`src/rtl/rv32i_if_stage.sv`:
```
// RV32I instruction-fetch stage: owns the fetch PC, one outstanding imem request, single-entry IF/ID register.
// Optional: define RV32I_IF_PERF_CNT_EN to enable the delivered-instruction counter on fetch_count.
module rv32i_if_stage #(
  parameter int unsigned     XLEN     = 32,
  parameter logic [XLEN-1:0] RESET_PC = '0
) (
  input  logic            clk,
  input  logic            rst,
  input  logic            en,
  input  logic            redirect_valid,
  input  logic [XLEN-1:0] redirect_pc,
  output logic            imem_req_valid,
  input  logic            imem_req_ready,
  output logic [XLEN-1:0] imem_req_addr,
  input  logic            imem_rsp_valid,
  input  logic [31:0]     imem_rsp_data,
  output logic            id_valid,
  input  logic            id_ready,
  output logic [XLEN-1:0] id_pc,
  output logic [31:0]     id_instr,
  output logic [31:0]     fetch_count
);

  localparam logic [31:0] NOP_INSTR = 32'h0000_0013;

  typedef enum logic [1:0] {IDLE, REQ, WAIT} state_t;

  state_t          r_state, w_state_next;
  logic [XLEN-1:0] r_pc, w_pc_next;
  logic            r_kill, w_kill_next;
  logic            r_id_valid;
  logic [XLEN-1:0] r_id_pc;
  logic [31:0]     r_id_instr;

  logic w_req_valid;
  logic w_req_fire;
  logic w_id_fire;
  logic w_rsp_load;

  // A request may only go out when the IF/ID register is empty or draining this cycle.
  assign w_id_fire   = r_id_valid & id_ready;
  assign w_req_valid = (r_state == REQ) & en & (~r_id_valid | id_ready);
  assign w_req_fire  = w_req_valid & imem_req_ready;
  assign w_rsp_load  = (r_state == WAIT) & imem_rsp_valid & ~r_kill & ~redirect_valid;

  always_comb begin
    w_state_next = r_state;
    w_pc_next    = r_pc;
    w_kill_next  = r_kill;
    if (redirect_valid) begin
      w_pc_next = redirect_pc & ~(XLEN'(3));
      // Kill only when a request is still in flight after this edge.
      if (((r_state == WAIT) && !imem_rsp_valid) || w_req_fire) begin
        w_kill_next  = 1'b1;
        w_state_next = WAIT;
      end else begin
        w_kill_next  = 1'b0;
        w_state_next = REQ;
      end
    end else begin
      unique case (r_state)
        IDLE: begin
          if (en) w_state_next = REQ;
        end
        REQ: begin
          if (w_req_fire)  w_state_next = WAIT;
          else if (!en)    w_state_next = IDLE;
        end
        WAIT: begin
          if (imem_rsp_valid) begin
            w_kill_next  = 1'b0;
            w_state_next = REQ;
            if (!r_kill) w_pc_next = r_pc + XLEN'(4);
          end
        end
        default: w_state_next = IDLE;
      endcase
    end
  end

  always_ff @(posedge clk or posedge rst) begin
    if (rst) begin
      r_state <= IDLE;
      r_pc    <= RESET_PC;
      r_kill  <= 1'b0;
    end else begin
      r_state <= w_state_next;
      r_pc    <= w_pc_next;
      r_kill  <= w_kill_next;
    end
  end

  // IF/ID register: flush on redirect, load on a live response, otherwise drain on handshake.
  always_ff @(posedge clk or posedge rst) begin
    if (rst) begin
      r_id_valid <= 1'b0;
      r_id_pc    <= '0;
      r_id_instr <= NOP_INSTR;
    end else if (redirect_valid) begin
      r_id_valid <= 1'b0;
    end else if (w_rsp_load) begin
      r_id_valid <= 1'b1;
      r_id_pc    <= r_pc;
      r_id_instr <= imem_rsp_data;
    end else if (w_id_fire) begin
      r_id_valid <= 1'b0;
    end
  end

`ifdef RV32I_IF_PERF_CNT_EN
  logic [31:0] r_fetch_count;

  always_ff @(posedge clk or posedge rst) begin
    if (rst)            r_fetch_count <= '0;
    else if (w_id_fire) r_fetch_count <= r_fetch_count + 32'd1;
  end

  assign fetch_count = r_fetch_count;
`else
  assign fetch_count = '0;
`endif

  assign imem_req_valid = w_req_valid;
  assign imem_req_addr  = r_pc;
  assign id_valid       = r_id_valid;
  assign id_pc          = r_id_pc;
  assign id_instr       = r_id_instr;

endmodule
```
`config.mk`:
```
export PLATFORM = sky130hd
export DESIGN_NAME = rv32i_if_stage
export DESIGN_NICKNAME = d
export VERILOG_FILES = /design/src/rtl/rv32i_if_stage.sv
export SDC_FILE = /design/constraint.sdc
export NUM_CORES = 1
export LEC_CHECK = 0
export CAP_MARGIN = 20
export CORE_UTILIZATION = 35
export CTS_BUF_LIST = sky130_fd_sc_hd__clkbuf_8 sky130_fd_sc_hd__clkbuf_16
export DETAILED_ROUTE_END_ITERATION = 10
export PLACE_DENSITY_LB_ADDON = 0.2
export SKIP_LAST_GASP = 1
export SYNTH_ARGS = -nofsm -noshare
export SYNTH_HDL_FRONTEND = slang
export SYNTH_SLANG_ARGS = --single-unit
export TNS_END_PERCENT = 10
```
`constraint.sdc`:
```
create_clock -name clk -period 3 [get_ports clk]
set_input_delay 0.45 -clock clk [delete_from_list [all_inputs] [get_ports clk]]
set_output_delay 0.45 -clock clk [all_outputs]
set_load 0.1 [all_outputs]
```
# After elaboration in Yosys (flattened, before gate mapping)
# Index checks and enable logic that the tools add are counted.
# W data, S select, Z words.
# totals
register_bits	100
in_bits	71
output_inout_bits	130
word_cells	53
# classes
n_addsub	1
n_eq_ne	6
muxes	18
n_bitwise	11
n_reduce_logical	11
# ops
cell	n
$mux W32	4
$add A32 B3 Y32 const B	1
$mux W2	6
$and A1 B1 Y1	7
$mux W1	7
$ne A3 B3 Y1 const B	2
$pmux W2 S3	1
$reduce_and A3 Y1	2
$ne A4 B4 Y1 const B	1
$reduce_and A2 Y1	2
$reduce_bool A2 Y1	2
$not A1 Y1	3
$reduce_bool A3 Y1	1
$eq A2 B1 Y1 const B	1
$eq A2 B2 Y1 const B	1
$logic_not A2 Y1	1
$ne A2 B2 Y1 const B	1
$logic_and A1 B1 Y1	1
$logic_not A1 Y1	1
$logic_or A1 B1 Y1	1
$or A1 B1 Y1	1

# Logic depth before layout (Yosys ltp)
# depth
ltp_word	7
ltp_mapped	6
depth_no_buf	5

# Worst setup path before layout
# OpenSTA, ideal clock, no wires.
# synth_path
path_kind	reg2reg
startpoint	register r_pc[2], in the netlist imem_req_addr[2]
endpoint	register r_pc[30], in the netlist imem_req_addr[30]
setup_ps	82
arrival_time_ps	2643
required_ps	2918
path_slack_ps	275
stages_incl_launch_ff	6
n_path_buf	0
synth_period_minus_slack_ps	2725
cell_sequence	dfrtp_1 > ha_1 > nand3_1 > or4b_4 > or4_1 > a31oi_1
# synth_between
elab_chain_cells	5
# synth_rtl
element	line_no	source
start, declared	29	logic [XLEN-1:0] r_pc, w_pc_next;
start signal, assigned	88	r_pc <= w_pc_next;
$add A32 B3 Y32	73	if (!r_kill) w_pc_next = r_pc + XLEN'(4);
$mux W32	73	
$mux W32	70	if (imem_rsp_valid) begin
$mux W32	61	unique case (r_state)
$mux W32	50	if (redirect_valid) begin
# No other way between the ends. The select of a mux whose other input is x is not followed.
# A chain may end at the register's enable or synchronous reset.

# Worst setup path after layout
# layout_path
startpoint	input port imem_rsp_valid
endpoint	register r_pc[21], in the netlist imem_req_addr[21]
# layout_between
elab_chain_cells	2
# layout_rtl
element	line_no	source
start, declared	15	input logic imem_rsp_valid,
$reduce_bool A2 Y1 (no source line)	n/a	
$reduce_and A3 Y1 (no source line)	n/a	
# No other way between the ends.

==> results.json <==
{
  "synth_edf_count": 0,
  "syn_inst": 394,
  "postRouteAntennaNets": 0,
  "final_common_cell": "buf_4",
  "finClkSkew_ns": 0.00462,
  "coreArea_mm2": 0.0126,
  "path_max_fanout": 15,
  "drc_errors": 0,
  "synth.distinct_cells": 36,
  "routed_wl_um": 11000,
  "grt_overflow": 0,
  "ctsResizeCount": 0,
  "cts-buffers-inserted": 9,
  "r2r_slack_ns": 0.72,
  "r2r-end": "imem_req_addr[28]",
  "holdWs_ns": 0.505,
  "synth_area_mm2": 0.00454,
  "cap_violations": 0,
  "cts_tree": "yes",
  "min_period_ns": 2.38,
  "setup_viol": 0,
  "h-tree-depth": 3,
  "synthMuxAreaShare": 0.158,
  "powerDensity_mw_per_mm2": 1080,
  "yosys.area.top_type": "dfrtp_1",
  "fin_setup_tns_ns": 0,
  "rr_worst_depth": 5,
  "layout.nets": 625,
  "max-slew-margin-rel": 0.608,
  "drt_iter0_drc": 127,
  "wire_per_inst_um": 15.1,
  "drive_gt1_frac": 0.333,
  "grt_start_max_net_pins": 52,
  "finalWeightedCongestion": 0.747,
  "ys_seq_area_frac": 0.530,
  "fin_crit_sh": 0.793,
  "slew_violations": 0,
  "synth_compound_area_frac": 0.0728,
  "clk_path_buf_depth": 2,
  "netlist_top_cells_area": "dfrtp_1 51%, mux2_2 16%, buf_4 6.1%",
  "crit_path_start_kind": "input port",
  "hold_depth": 1,
  "grt_pass1_vias": 3358,
  "dp_hpwl_um": 8140,
  "vias": 3523,
  "whs_endpoint": "id_pc[25]",
  "antenna_found_initial": 0,
  "arrival_ns": 2.64,
  "top_level_ports": 201,
  "min_path_type": "reg2reg",
  "p_leak_nw": 2.84,
  "std_cell_rows": 41,
  "synthAdderAreaFrac": 0.00276,
  "root_buffer": "clkbuf_16",
  "vias_per_cell": 4.83,
  "ys_warn_count": 0,
  "synth_top_family_by_area": "multiplexers",
  "peakVddDrop_v": 0.000547,
  "first_pass_iters": 4,
  "portBuffers": 162,
  "grt_first_pass_wirelength_um": 17300,
  "postCtsSetupRepairBufs": 0,
  "start_util": 0.360,
  "ys_async_sr_fraction": 1.00,
  "reg2reg_from": "imem_req_addr[2]",
  "synthSimpleGateAreaFrac": 0.136,
  "cts.sinks": 96,
  "end_kind": "flip-flop",
  "tightest_slew_ns": 0.588,
  "mostFrequentLayoutCells": "99 x buf_4, 93 x dfrtp_1, 68 x clkdlybuf4s50_1",
  "die_x_um": 116,
  "synthFlopType": "dfrtp_1",
  "crit_type": "in2reg",
  "rsz0062_at_grt": "false",
  "area_growth_pct": 40.1,
  "die_area_mm2": 0.0134,
  "min_from": "id_pc[25]",
  "clk_latency_ns": 0.34,
  "clk_pin_slew_ns": 0.06,
  "synth_xor_area_frac": 0.0154,
  "status": "completed",
  "die_y_um": 116,
  "max_freq_mhz": 420,
  "track_usage": 0.171,
  "required_ns": 3.27,
  "ys_ff_latch": 96,
  "hold_buffers": 0,
  "synth_top_area_frac": 0.513,
  "hold_viol_final": 0,
  "diodes": 0,
  "postSynthAreaPerCell_um2": 11.5
}
## cell usage after synthesis (2+ instances only)
| library cell | count |
|---|---|
| and3_1 | 2 |
| xor2_1 | 4 |
| clkbuf_1 | 18 |
| or3_1 | 5 |
| mux2_2 | 63 |
| xnor2_1 | 4 |
| o21ai_0 | 13 |
| o211ai_1 | 3 |
| and2_1 | 3 |
| nor2b_1 | 2 |
| o31ai_1 | 13 |
| nand3_1 | 14 |
| nand4_1 | 12 |
| or4_1 | 17 |
| buf_2 | 2 |
| inv_1 | 6 |
| nor2_1 | 19 |
| o31a_1 | 3 |
| a31oi_1 | 17 |
| buf_4 | 37 |
| nand2_1 | 23 |
| dfrtp_1 | 93 |
| nand2b_1 | 2 |
| and4_1 | 5 |
| dfstp_2 | 3 |
## power by group
group	switching [mW]	leakage, nW	internal (mW)
Sequential	0.221	1.19	1.64
Combinational	2.98	1.48	0.757
Clock	0.467	0.171	0.793
Total	3.67	2.84	3.19
## logic make-up (layout without fill, tap and decap cells)
kind of cell	after synthesis	in the layout
compound gates	51	51
xor+xnor	8	8
fa+ha+maj	1	1
buf+inv	63	192
flops	96	96
mux	64	64
other cells	1	36
simple gates	110	110
## area by class of cell
cell class | instances | area, um^2
clock buffers | 12 | 267
flip-flops and latches | 96 | 2410
repair buffers | 170 | 1480
well taps | 172 | 215
fillers | 1166 | 6260
multi-input cells | 270 | 1890
clock inverters | 4 | 67.6
inverters | 6 | 25.0
## how the worst max path moves through the flow
stage / to / slack, ns / from
final: imem_req_addr[21] / 0.62 / imem_rsp_valid
after global routing: imem_req_addr[23] / 0.54 / imem_rsp_valid
after CTS: imem_req_addr[23] / 0.64 / imem_rsp_valid
after detailed placement: imem_req_addr[21] / 0.28 / imem_rsp_valid
after global placement: imem_req_addr[21] / 0.30 / imem_rsp_valid
after floorplan: id_instr[10] / 0.05 / rst
## through the flow
step	utilization	setup WS, ns	power [mW]	instances	cell area [um^2]
floorplan	-	0.0496	4.88	429	4670
global placement	0.477	0.301	5.60	714	6020
detailed placement	0.477	0.277	5.64	714	6020
CTS	0.504	0.639	6.93	730	6360
global route	0.504	0.544	7.10	730	6360
finish	0.504	0.622	6.86	730	6360
## registers in the layout, summed over array words and instances (netlist names)
register	flops
id_instr	32
id_pc	30
r_kill	1
r_state	2
imem_req_addr	30
id_valid	1
## worst max-delay path, cell delays in order
cell and delay, ns:
clkdlybuf4s50_1 0.52, nand4bb_1 0.14, buf_4 0.18, or4_4 0.65
or4_1 0.53, a31oi_1 0.17
## metal layers
metal	vias up	global-route usage	share of wire
met1	1709	0.220	0.45
met4	0	0.0812	0.021
li1	1686	-	-
met3	16	0.0361	0.051
met5	-	0	0
met2	112	0.275	0.48
(Power assumes the default switching activity.)
